File: src/rtl/dcache_dm_wt_if.sv
// Core-side and memory-side signals of the direct-mapped write-through data cache.
// The cache uses the slave modport; the core/memory environment uses master.
// Hit/miss counters travel with the bus so observers see them next to the traffic.
interface dcache_dm_wt_if;
   logic [31:0] cpu_addr;
   logic [31:0] cpu_wdata;
   logic        cpu_rd;
   logic        cpu_wr;
   logic [31:0] cpu_rdata;
   logic        cpu_stall;
   logic [31:0] mem_addr;
   logic [31:0] mem_wdata;
   logic        mem_rd;
   logic        mem_wr;
   logic [31:0] mem_rdata;
   logic [31:0] hit_cnt;
   logic [31:0] miss_cnt;

   modport slave (
      input  cpu_addr, cpu_wdata, cpu_rd, cpu_wr, mem_rdata,
      output cpu_rdata, cpu_stall, mem_addr, mem_wdata, mem_rd, mem_wr,
             hit_cnt, miss_cnt
   );

   modport master (
      output cpu_addr, cpu_wdata, cpu_rd, cpu_wr, mem_rdata,
      input  cpu_rdata, cpu_stall, mem_addr, mem_wdata, mem_rd, mem_wr,
             hit_cnt, miss_cnt
   );
endinterface

File: src/rtl/dcache_dm_wt.sv
// Direct-mapped, write-through, no-write-allocate one-word-line data cache.
// Latency: load hit 1 cycle; load miss and store MEM_LATENCY+1 cycles.
// Backpressure: cpu_stall holds the core during misses/stores; drops in the final cycle.
module dcache_dm_wt #(
   parameter int INDEX_BITS  = 4,
   parameter int MEM_LATENCY = 2
) (
   input  logic           clk,
   input  logic           rst,
   dcache_dm_wt_if.slave  bus
);
   localparam int LINES = 1 << INDEX_BITS;
   localparam int TAG_W = 30 - INDEX_BITS;
   localparam int CNT_W = (MEM_LATENCY > 1) ? $clog2(MEM_LATENCY) : 1;

   typedef enum logic [1:0] {IDLE, RFILL, WRITE} state_t;

   state_t             state_q, state_d;
   logic [CNT_W-1:0]   cnt_q, cnt_d;
   logic [29:0]        addr_q, addr_d;
   logic [31:0]        wdata_q, wdata_d;
   logic [LINES-1:0]   valid_q;
   logic [TAG_W-1:0]   tag_q  [LINES];
   logic [31:0]        data_q [LINES];
   logic [31:0]        hit_cnt_q, miss_cnt_q;

   logic [INDEX_BITS-1:0] req_idx, fill_idx;
   logic [TAG_W-1:0]      req_tag, fill_tag;
   logic                  lookup_hit, last;
   logic                  hit_inc, miss_inc, fill_we, store_we;

   logic [31:0] cpu_rdata_o, mem_addr_o, mem_wdata_o;
   logic        cpu_stall_o, mem_rd_o, mem_wr_o;

   // Tag lookup on the live request; fill/store side works from the latched word address.
   always_comb begin
      req_idx    = bus.cpu_addr[INDEX_BITS+1:2];
      req_tag    = bus.cpu_addr[31:INDEX_BITS+2];
      lookup_hit = valid_q[req_idx] && (tag_q[req_idx] == req_tag);
      fill_idx   = addr_q[INDEX_BITS-1:0];
      fill_tag   = addr_q[29:INDEX_BITS];
      last       = (cnt_q == CNT_W'(MEM_LATENCY - 1));
   end

   // Next state and outputs; reset forces every output low and suppresses array writes.
   always_comb begin
      state_d     = state_q;
      cnt_d       = cnt_q;
      addr_d      = addr_q;
      wdata_d     = wdata_q;
      hit_inc     = 1'b0;
      miss_inc    = 1'b0;
      fill_we     = 1'b0;
      store_we    = 1'b0;
      cpu_rdata_o = '0;
      cpu_stall_o = 1'b0;
      mem_addr_o  = '0;
      mem_wdata_o = '0;
      mem_rd_o    = 1'b0;
      mem_wr_o    = 1'b0;
      if (!rst) begin
         unique case (state_q)
            IDLE: begin
               if (bus.cpu_wr) begin
                  cpu_stall_o = 1'b1;
                  addr_d      = bus.cpu_addr[31:2];
                  wdata_d     = bus.cpu_wdata;
                  store_we    = lookup_hit;
                  cnt_d       = '0;
                  state_d     = WRITE;
               end else if (bus.cpu_rd) begin
                  if (lookup_hit) begin
                     cpu_rdata_o = data_q[req_idx];
                     hit_inc     = 1'b1;
                  end else begin
                     cpu_stall_o = 1'b1;
                     addr_d      = bus.cpu_addr[31:2];
                     miss_inc    = 1'b1;
                     cnt_d       = '0;
                     state_d     = RFILL;
                  end
               end
            end
            RFILL: begin
               mem_rd_o    = 1'b1;
               mem_addr_o  = {addr_q, 2'b00};
               cpu_stall_o = !last;
               if (last) begin
                  cpu_rdata_o = bus.mem_rdata;
                  fill_we     = 1'b1;
                  cnt_d       = '0;
                  state_d     = IDLE;
               end else begin
                  cnt_d = cnt_q + CNT_W'(1);
               end
            end
            WRITE: begin
               // Memory takes the write on the single cnt==0 strobe; the rest is latency padding.
               mem_wr_o    = (cnt_q == '0);
               mem_addr_o  = {addr_q, 2'b00};
               mem_wdata_o = wdata_q;
               cpu_stall_o = !last;
               if (last) begin
                  cnt_d   = '0;
                  state_d = IDLE;
               end else begin
                  cnt_d = cnt_q + CNT_W'(1);
               end
            end
            default: state_d = IDLE;
         endcase
      end
   end

   // Control state, latched request and counters.
   always_ff @(posedge clk) begin
      if (rst) begin
         state_q    <= IDLE;
         cnt_q      <= '0;
         addr_q     <= '0;
         wdata_q    <= '0;
         hit_cnt_q  <= '0;
         miss_cnt_q <= '0;
      end else begin
         state_q    <= state_d;
         cnt_q      <= cnt_d;
         addr_q     <= addr_d;
         wdata_q    <= wdata_d;
         hit_cnt_q  <= hit_cnt_q + {31'd0, hit_inc};
         miss_cnt_q <= miss_cnt_q + {31'd0, miss_inc};
      end
   end

   // Valid bits: cleared by reset, set when a fill completes.
   always_ff @(posedge clk) begin
      if (rst) begin
         valid_q <= '0;
      end else if (fill_we) begin
         valid_q[fill_idx] <= 1'b1;
      end
   end

   // Tag/data arrays need no reset; valid_q guards them.
   always_ff @(posedge clk) begin
      if (fill_we) begin
         tag_q[fill_idx]  <= fill_tag;
         data_q[fill_idx] <= bus.mem_rdata;
      end else if (store_we) begin
         data_q[req_idx] <= bus.cpu_wdata;
      end
   end

   assign bus.cpu_rdata = cpu_rdata_o;
   assign bus.cpu_stall = cpu_stall_o;
   assign bus.mem_addr  = mem_addr_o;
   assign bus.mem_wdata = mem_wdata_o;
   assign bus.mem_rd    = mem_rd_o;
   assign bus.mem_wr    = mem_wr_o;
   assign bus.hit_cnt   = hit_cnt_q;
   assign bus.miss_cnt  = miss_cnt_q;
endmodule
File: src/flat_wrapper.sv
// flat-port wrapper written by rule: the top's interface ports become plain ports
module dcache_dm_wt_flat 
#(
   parameter int INDEX_BITS  = 4,
   parameter int MEM_LATENCY = 2
)
  (clk, rst, bus_cpu_addr, bus_cpu_wdata, bus_cpu_rd, bus_cpu_wr, bus_mem_rdata, bus_cpu_rdata, bus_cpu_stall, bus_mem_addr, bus_mem_wdata, bus_mem_rd, bus_mem_wr, bus_hit_cnt, bus_miss_cnt);
  dcache_dm_wt_if bus_i ();
  input  logic clk;
  input  logic rst;
  input wire logic [$bits(bus_i.cpu_addr)-1:0] bus_cpu_addr;
  input wire logic [$bits(bus_i.cpu_wdata)-1:0] bus_cpu_wdata;
  input wire logic [$bits(bus_i.cpu_rd)-1:0] bus_cpu_rd;
  input wire logic [$bits(bus_i.cpu_wr)-1:0] bus_cpu_wr;
  input wire logic [$bits(bus_i.mem_rdata)-1:0] bus_mem_rdata;
  output wire logic [$bits(bus_i.cpu_rdata)-1:0] bus_cpu_rdata;
  output wire logic [$bits(bus_i.cpu_stall)-1:0] bus_cpu_stall;
  output wire logic [$bits(bus_i.mem_addr)-1:0] bus_mem_addr;
  output wire logic [$bits(bus_i.mem_wdata)-1:0] bus_mem_wdata;
  output wire logic [$bits(bus_i.mem_rd)-1:0] bus_mem_rd;
  output wire logic [$bits(bus_i.mem_wr)-1:0] bus_mem_wr;
  output wire logic [$bits(bus_i.hit_cnt)-1:0] bus_hit_cnt;
  output wire logic [$bits(bus_i.miss_cnt)-1:0] bus_miss_cnt;
  assign bus_i.cpu_addr = bus_cpu_addr;
  assign bus_i.cpu_wdata = bus_cpu_wdata;
  assign bus_i.cpu_rd = bus_cpu_rd;
  assign bus_i.cpu_wr = bus_cpu_wr;
  assign bus_i.mem_rdata = bus_mem_rdata;
  assign bus_cpu_rdata = bus_i.cpu_rdata;
  assign bus_cpu_stall = bus_i.cpu_stall;
  assign bus_mem_addr = bus_i.mem_addr;
  assign bus_mem_wdata = bus_i.mem_wdata;
  assign bus_mem_rd = bus_i.mem_rd;
  assign bus_mem_wr = bus_i.mem_wr;
  assign bus_hit_cnt = bus_i.hit_cnt;
  assign bus_miss_cnt = bus_i.miss_cnt;
  dcache_dm_wt #(.INDEX_BITS(INDEX_BITS), .MEM_LATENCY(MEM_LATENCY)) u_core (.clk(clk), .rst(rst), .bus(bus_i));
endmodule
File: config.mk
export PLATFORM = sky130hd
export DESIGN_NAME = dcache_dm_wt_flat
export DESIGN_NICKNAME = d
export VERILOG_FILES = /design/src/rtl/dcache_dm_wt_if.sv /design/src/rtl/dcache_dm_wt.sv /design/src/flat_wrapper.sv
export SDC_FILE = /design/constraint.sdc
export NUM_CORES = 1
export LEC_CHECK = 0
export BUFFER_PORTS_ARGS = -buffer_cell sky130_fd_sc_hd__clkbuf_2
export CAP_MARGIN = 15
export CORE_MARGIN = 8
export CORE_UTILIZATION = 30
export DETAILED_ROUTE_END_ITERATION = 8
export PLACE_DENSITY_LB_ADDON = 0.08
export SETUP_SLACK_MARGIN = 0.1
export SKIP_CTS_REPAIR_TIMING = 1
export SLEW_MARGIN = 20
export SYNTH_ARGS = -nofsm -noshare
export SYNTH_HDL_FRONTEND = slang
export SYNTH_SLANG_ARGS = --single-unit
File: constraint.sdc
create_clock -name clk -period 9.85 [get_ports clk]
set_input_delay 1.97 -clock clk [delete_from_list [all_inputs] [get_ports clk]]
set_output_delay 1.97 -clock clk [all_outputs]
set_load 0.02 [all_outputs]
==> summary.md <==
The data required time at the worst endpoint came out at 7.88 ns. The commonest cells after synthesis are 928 x sky130_fd_sc_hd__edfxtp_1, 263 x sky130_fd_sc_hd__mux4_2, 214 x sky130_fd_sc_hd__nand2_1. The cell type of the slowest stage on the worst timing path is sky130_fd_sc_hd__o21ai_0. Portion of the post-synthesis area used by sequential elements: 0.714.

The shortest clock period the worst path allows after layout works out to 8.68 ns. The starting density of the core is 0.301, and the xor/xnor cell area share of the yosys netlist is 0.0175. The compound-gate portion of the synthesized area is 0.0218, and the cell total after placement is 4514. The cell count of the worst hold path is 2, and the highest clock rate is 115 MHz. The DRC violation total after the first TritonRoute iteration is 1334, and the total global routing overflow is 0. The final core utilization came out at 0.355.

Across the routed clock network, the largest skew measured is 0.0466 ns. Walking the worst path, the cells encountered are buf_8, buf_4, mux4_2, o221ai_1, mux2_2, a21oi_1, a2111oi_0, and4_1, nand3b_1, o21ai_0, clkbuf_2. TritonCTS built the clock tree. The tools report the arrival time at the worst endpoint as 6.71 ns. The dominant combinational cell family by area after synthesis was multiplexers. The number of synthesis warnings is 0. The library cell occupying the most area in the post-synthesis netlist is sky130_fd_sc_hd__edfxtp_1.

The floorplan has 139 rows. Counting cells, the worst reg-to-reg path comes to 16. The worst hold path begins at u_core.wdata_q[25].

The first global-routing pass estimated 180000 µm of wire. For the number of global-route vias before repair, the log shows 24.6k. Delay of the slowest cell on the worst path: 0.73 ns. STA classifies the critical path startpoint as an input port.

In this run the cell area measured after placement is 46900 µm². The overall die height came out at 395 µm. Buffers placed on the I/O ports in this run total 258. In this run the horizontal extent of the chip is 395 µm. The max-slew violation total from the final report was 0.

The root cell of the clock tree was sky130_fd_sc_hd__clkbuf_16. STA classifies the critical path endpoint as a primary output. The min-delay analysis places its worst path in the category flop to flop. The later-pin clock latency in the skew report is 0.73 ns. In this run, synthesis produced a sequential element count of 1073. At the end of the flow, the number of nets in the layout was 2840.

The sum of negative setup slack was 0 ns; the synthesized-area fraction occupied by adder cells was 0.00232. The area growth from synthesis to layout is 17.9%. After synthesis, the cell types taking the most area are sky130_fd_sc_hd__edfxtp_1 65%, sky130_fd_sc_hd__mux4_2 14%, sky130_fd_sc_hd__dfxtp_1 6.7%.

Counting the buffers created by CTS gives 119. The clock tree synthesis step divided the H-tree into 3 levels. In this run the count of I/O pins placed on the die edge is 263. The overall routing resource usage was 0.158. Entering global routing, the biggest net connects 91 pins.

The tools report the synthesized instance count as 2424. Summed over all cells, the static leakage comes to 17.1 nW. The run gives 0.272 as the remaining max-slew budget at the tightest pin. Classification of the worst setup path: input port to primary output. The fraction of final layout cells with drive strength greater than 1 is 0.293, and the routed via count is 23.1k.

The via density per instance was 4.87. Dividing total power by cell area gives a power density of 204 nW/µm². After synthesis, the mean cell area works out to 17.8 µm². The core region is 143000 µm².

Counting every sink on the clock net gives 1073. The minimum hold slack is 0.451 ns. The run finished with clean final reports. Across all register-to-register paths, the minimum setup slack is 4.06 ns. The count of fill cells added during filler insertion is 13.5k. Simple-gate area share of the yosys netlist: 0.0589. The tools report the die outline area as 156000 µm².

The tools report the distinct cell type count of the synthesized netlist as 65. The start of the worst register-to-register path is u_core.tag_q[8][1]. The top fanout value on the critical path is 90. The proportion of netlist area held by the largest area contributor came out at 0.647. The slew at the pin closest to its max-slew limit works out to 1.09 ns.

The worst reg2reg path endpoint is u_core.bus.hit_cnt[29]. The clock passes through at most 3 buffers. The number of enable flip-flop cells after synthesis came out at 928.

The most instantiated flip-flop cell in the synthesis netlist was sky130_fd_sc_hd__edfxtp_1. The run gives 4742 as the number of non-filler instances in the completed layout. Setup repair after global routing left no endpoint under its margin. Once layout is done, the placed cells without fillers occupy 50800 µm².

The number of nets with antenna violations after detailed routing is 0, and the initial antenna violation count is 7. Post-route clock period utilization: 0.881. The tools report the remaining design rule violation count as 0. Average routed wire per standard cell: 26.6 µm. The proportion of synthesized flip-flops having asynchronous set or reset came out at 0. The final hold violation count is 0, and the netlist area before placement is 43100 µm².

Most frequent cell after synthesis: sky130_fd_sc_hd__edfxtp_1. The worst hold path terminates at u_core.wdata_q[25]. Summed over all layers, the routed wires come to 126000 µm. The maximum vdd ir drop was 0.147 mV. The run gives 7 as the length of the first detailed-routing pass in iterations.

The congestion estimate from routability-driven global placement came to 0.742. The clock input transition at the sequential cells of the worst setup and hold paths works out to 0.06 ns. The tools report the final count of negative-setup-slack endpoints as 0. Detailed placement ended at an HPWL of 72200 µm.

The share of cell area taken by muxes after synthesis is 0.165. The max capacitance violation total came out at 0.
[layer usage]
metal  GRT usage  share of wire
met5           0       0.000095
met4      0.0394          0.022
met3      0.0251          0.034
met2       0.275           0.51
met1       0.206           0.44
[placed cells by master (no fill, tap or decap), types with 7 or more instances in the layout]
cell type	n
sky130_fd_sc_hd__a21oi_1	43
sky130_fd_sc_hd__and2_1	65
sky130_fd_sc_hd__o31ai_4	16
sky130_fd_sc_hd__nor3_1	15
sky130_fd_sc_hd__clkbuf_16	123
sky130_fd_sc_hd__xnor2_1	33
sky130_fd_sc_hd__o22ai_1	8
sky130_fd_sc_hd__xor2_1	53
sky130_fd_sc_hd__mux2_2	40
sky130_fd_sc_hd__nand2_1	213
sky130_fd_sc_hd__o21ai_0	39
sky130_fd_sc_hd__edfxtp_1	928
sky130_fd_sc_hd__buf_4	60
sky130_fd_sc_hd__nand2b_1	9
sky130_fd_sc_hd__bufinv_16	11
sky130_fd_sc_hd__and3_1	13
sky130_fd_sc_hd__nand3_1	37
sky130_fd_sc_hd__ha_1	8
sky130_fd_sc_hd__clkinv_2	29
sky130_fd_sc_hd__clkinv_1	32
sky130_fd_sc_hd__dfxtp_1	145
sky130_fd_sc_hd__inv_1	50
sky130_fd_sc_hd__nor4_1	7
sky130_fd_sc_hd__nor2b_1	19
sky130_fd_sc_hd__nor2_1	114
sky130_fd_sc_hd__nand4_1	18
sky130_fd_sc_hd__mux4_2	263
sky130_fd_sc_hd__mux2i_1	68
sky130_fd_sc_hd__clkbuf_2	253
sky130_fd_sc_hd__clkbuf_1	23
[cell type report]
type / instances / area (µm²) / share of cell area
Clock inverter: 74 / 687 / 0.0135
Inverter: 60 / 228 / 0.00448
Clock buffer: 151 / 3230 / 0.0637
Multi-Input combinational cell: 1160 / 11700 / 0.230
Antenna cell: 3 / 7.51 / 0.000148
Sequential cell: 1073 / 30800 / 0.606
Timing Repair Buffer: 318 / 1780 / 0.0351
Tap cell: 1903 / 2380 / 0.0469
[state kept, by name (all words and copies together), names as in the netlist]
name                 cells
u_core.state_q           2
u_core.bus.hit_cnt      32
u_core.cnt_q             1
u_core.bus.miss_cnt     32
u_core.data_q          512
u_core.tag_q           416
u_core.wdata_q          32
u_core.valid_q          16
u_core.addr_q           30
[kinds of logic after synthesis]
kind of cell               after synthesis
DFF                                   1073
and+or+nand+nor                        540
muxes                                  375
buffers and inverters                  192
AOI/OAI and AO/OA                      149
xor gates and xnor gates                86
adders and majority gates                8
other                                    1
[critical path: cells and delay by family]
family,cells,cell delay [ns]
AOI/OAI and AO/OA,4,1.61
buffers and inverters,3,1.50
and+or+nand+nor,2,0.91
muxes,2,0.59
[stage by stage]
step | setup slack [ns] | power (mW)
final | 1.17 | 10.4
after floorplan | 2.39 | 5.72
after global routing | 0.993 | 10.8
after detailed placement | 1.12 | 6.06
after CTS | 1.13 | 10.5
after global placement | 1.15 | 6.03
[power by group]
group	total (mW)	internal [mW]	switching, mW
sequential	5.22	5.08	0.133
clock	4.45	2.60	1.84
combinational	0.720	0.263	0.457
total	10.4	7.95	2.43
[how the worst max path moves through the flow]
stage               cells after the start            start                  end  slack (ns)
floorplan                              12  bus_cpu_addr[2]  u_core.data_q[6][0]        2.39
global route                           11  bus_cpu_addr[2]    bus_cpu_rdata[31]        0.99
CTS                                    11  bus_cpu_addr[2]    bus_cpu_rdata[31]        1.13
detailed placement                     11  bus_cpu_addr[2]    bus_cpu_rdata[31]        1.12
finish                                 11  bus_cpu_addr[4]    bus_cpu_rdata[31]        1.17
global placement                       11  bus_cpu_addr[2]    bus_cpu_rdata[31]        1.15
Note: power is estimated with default switching activity, not from simulation.
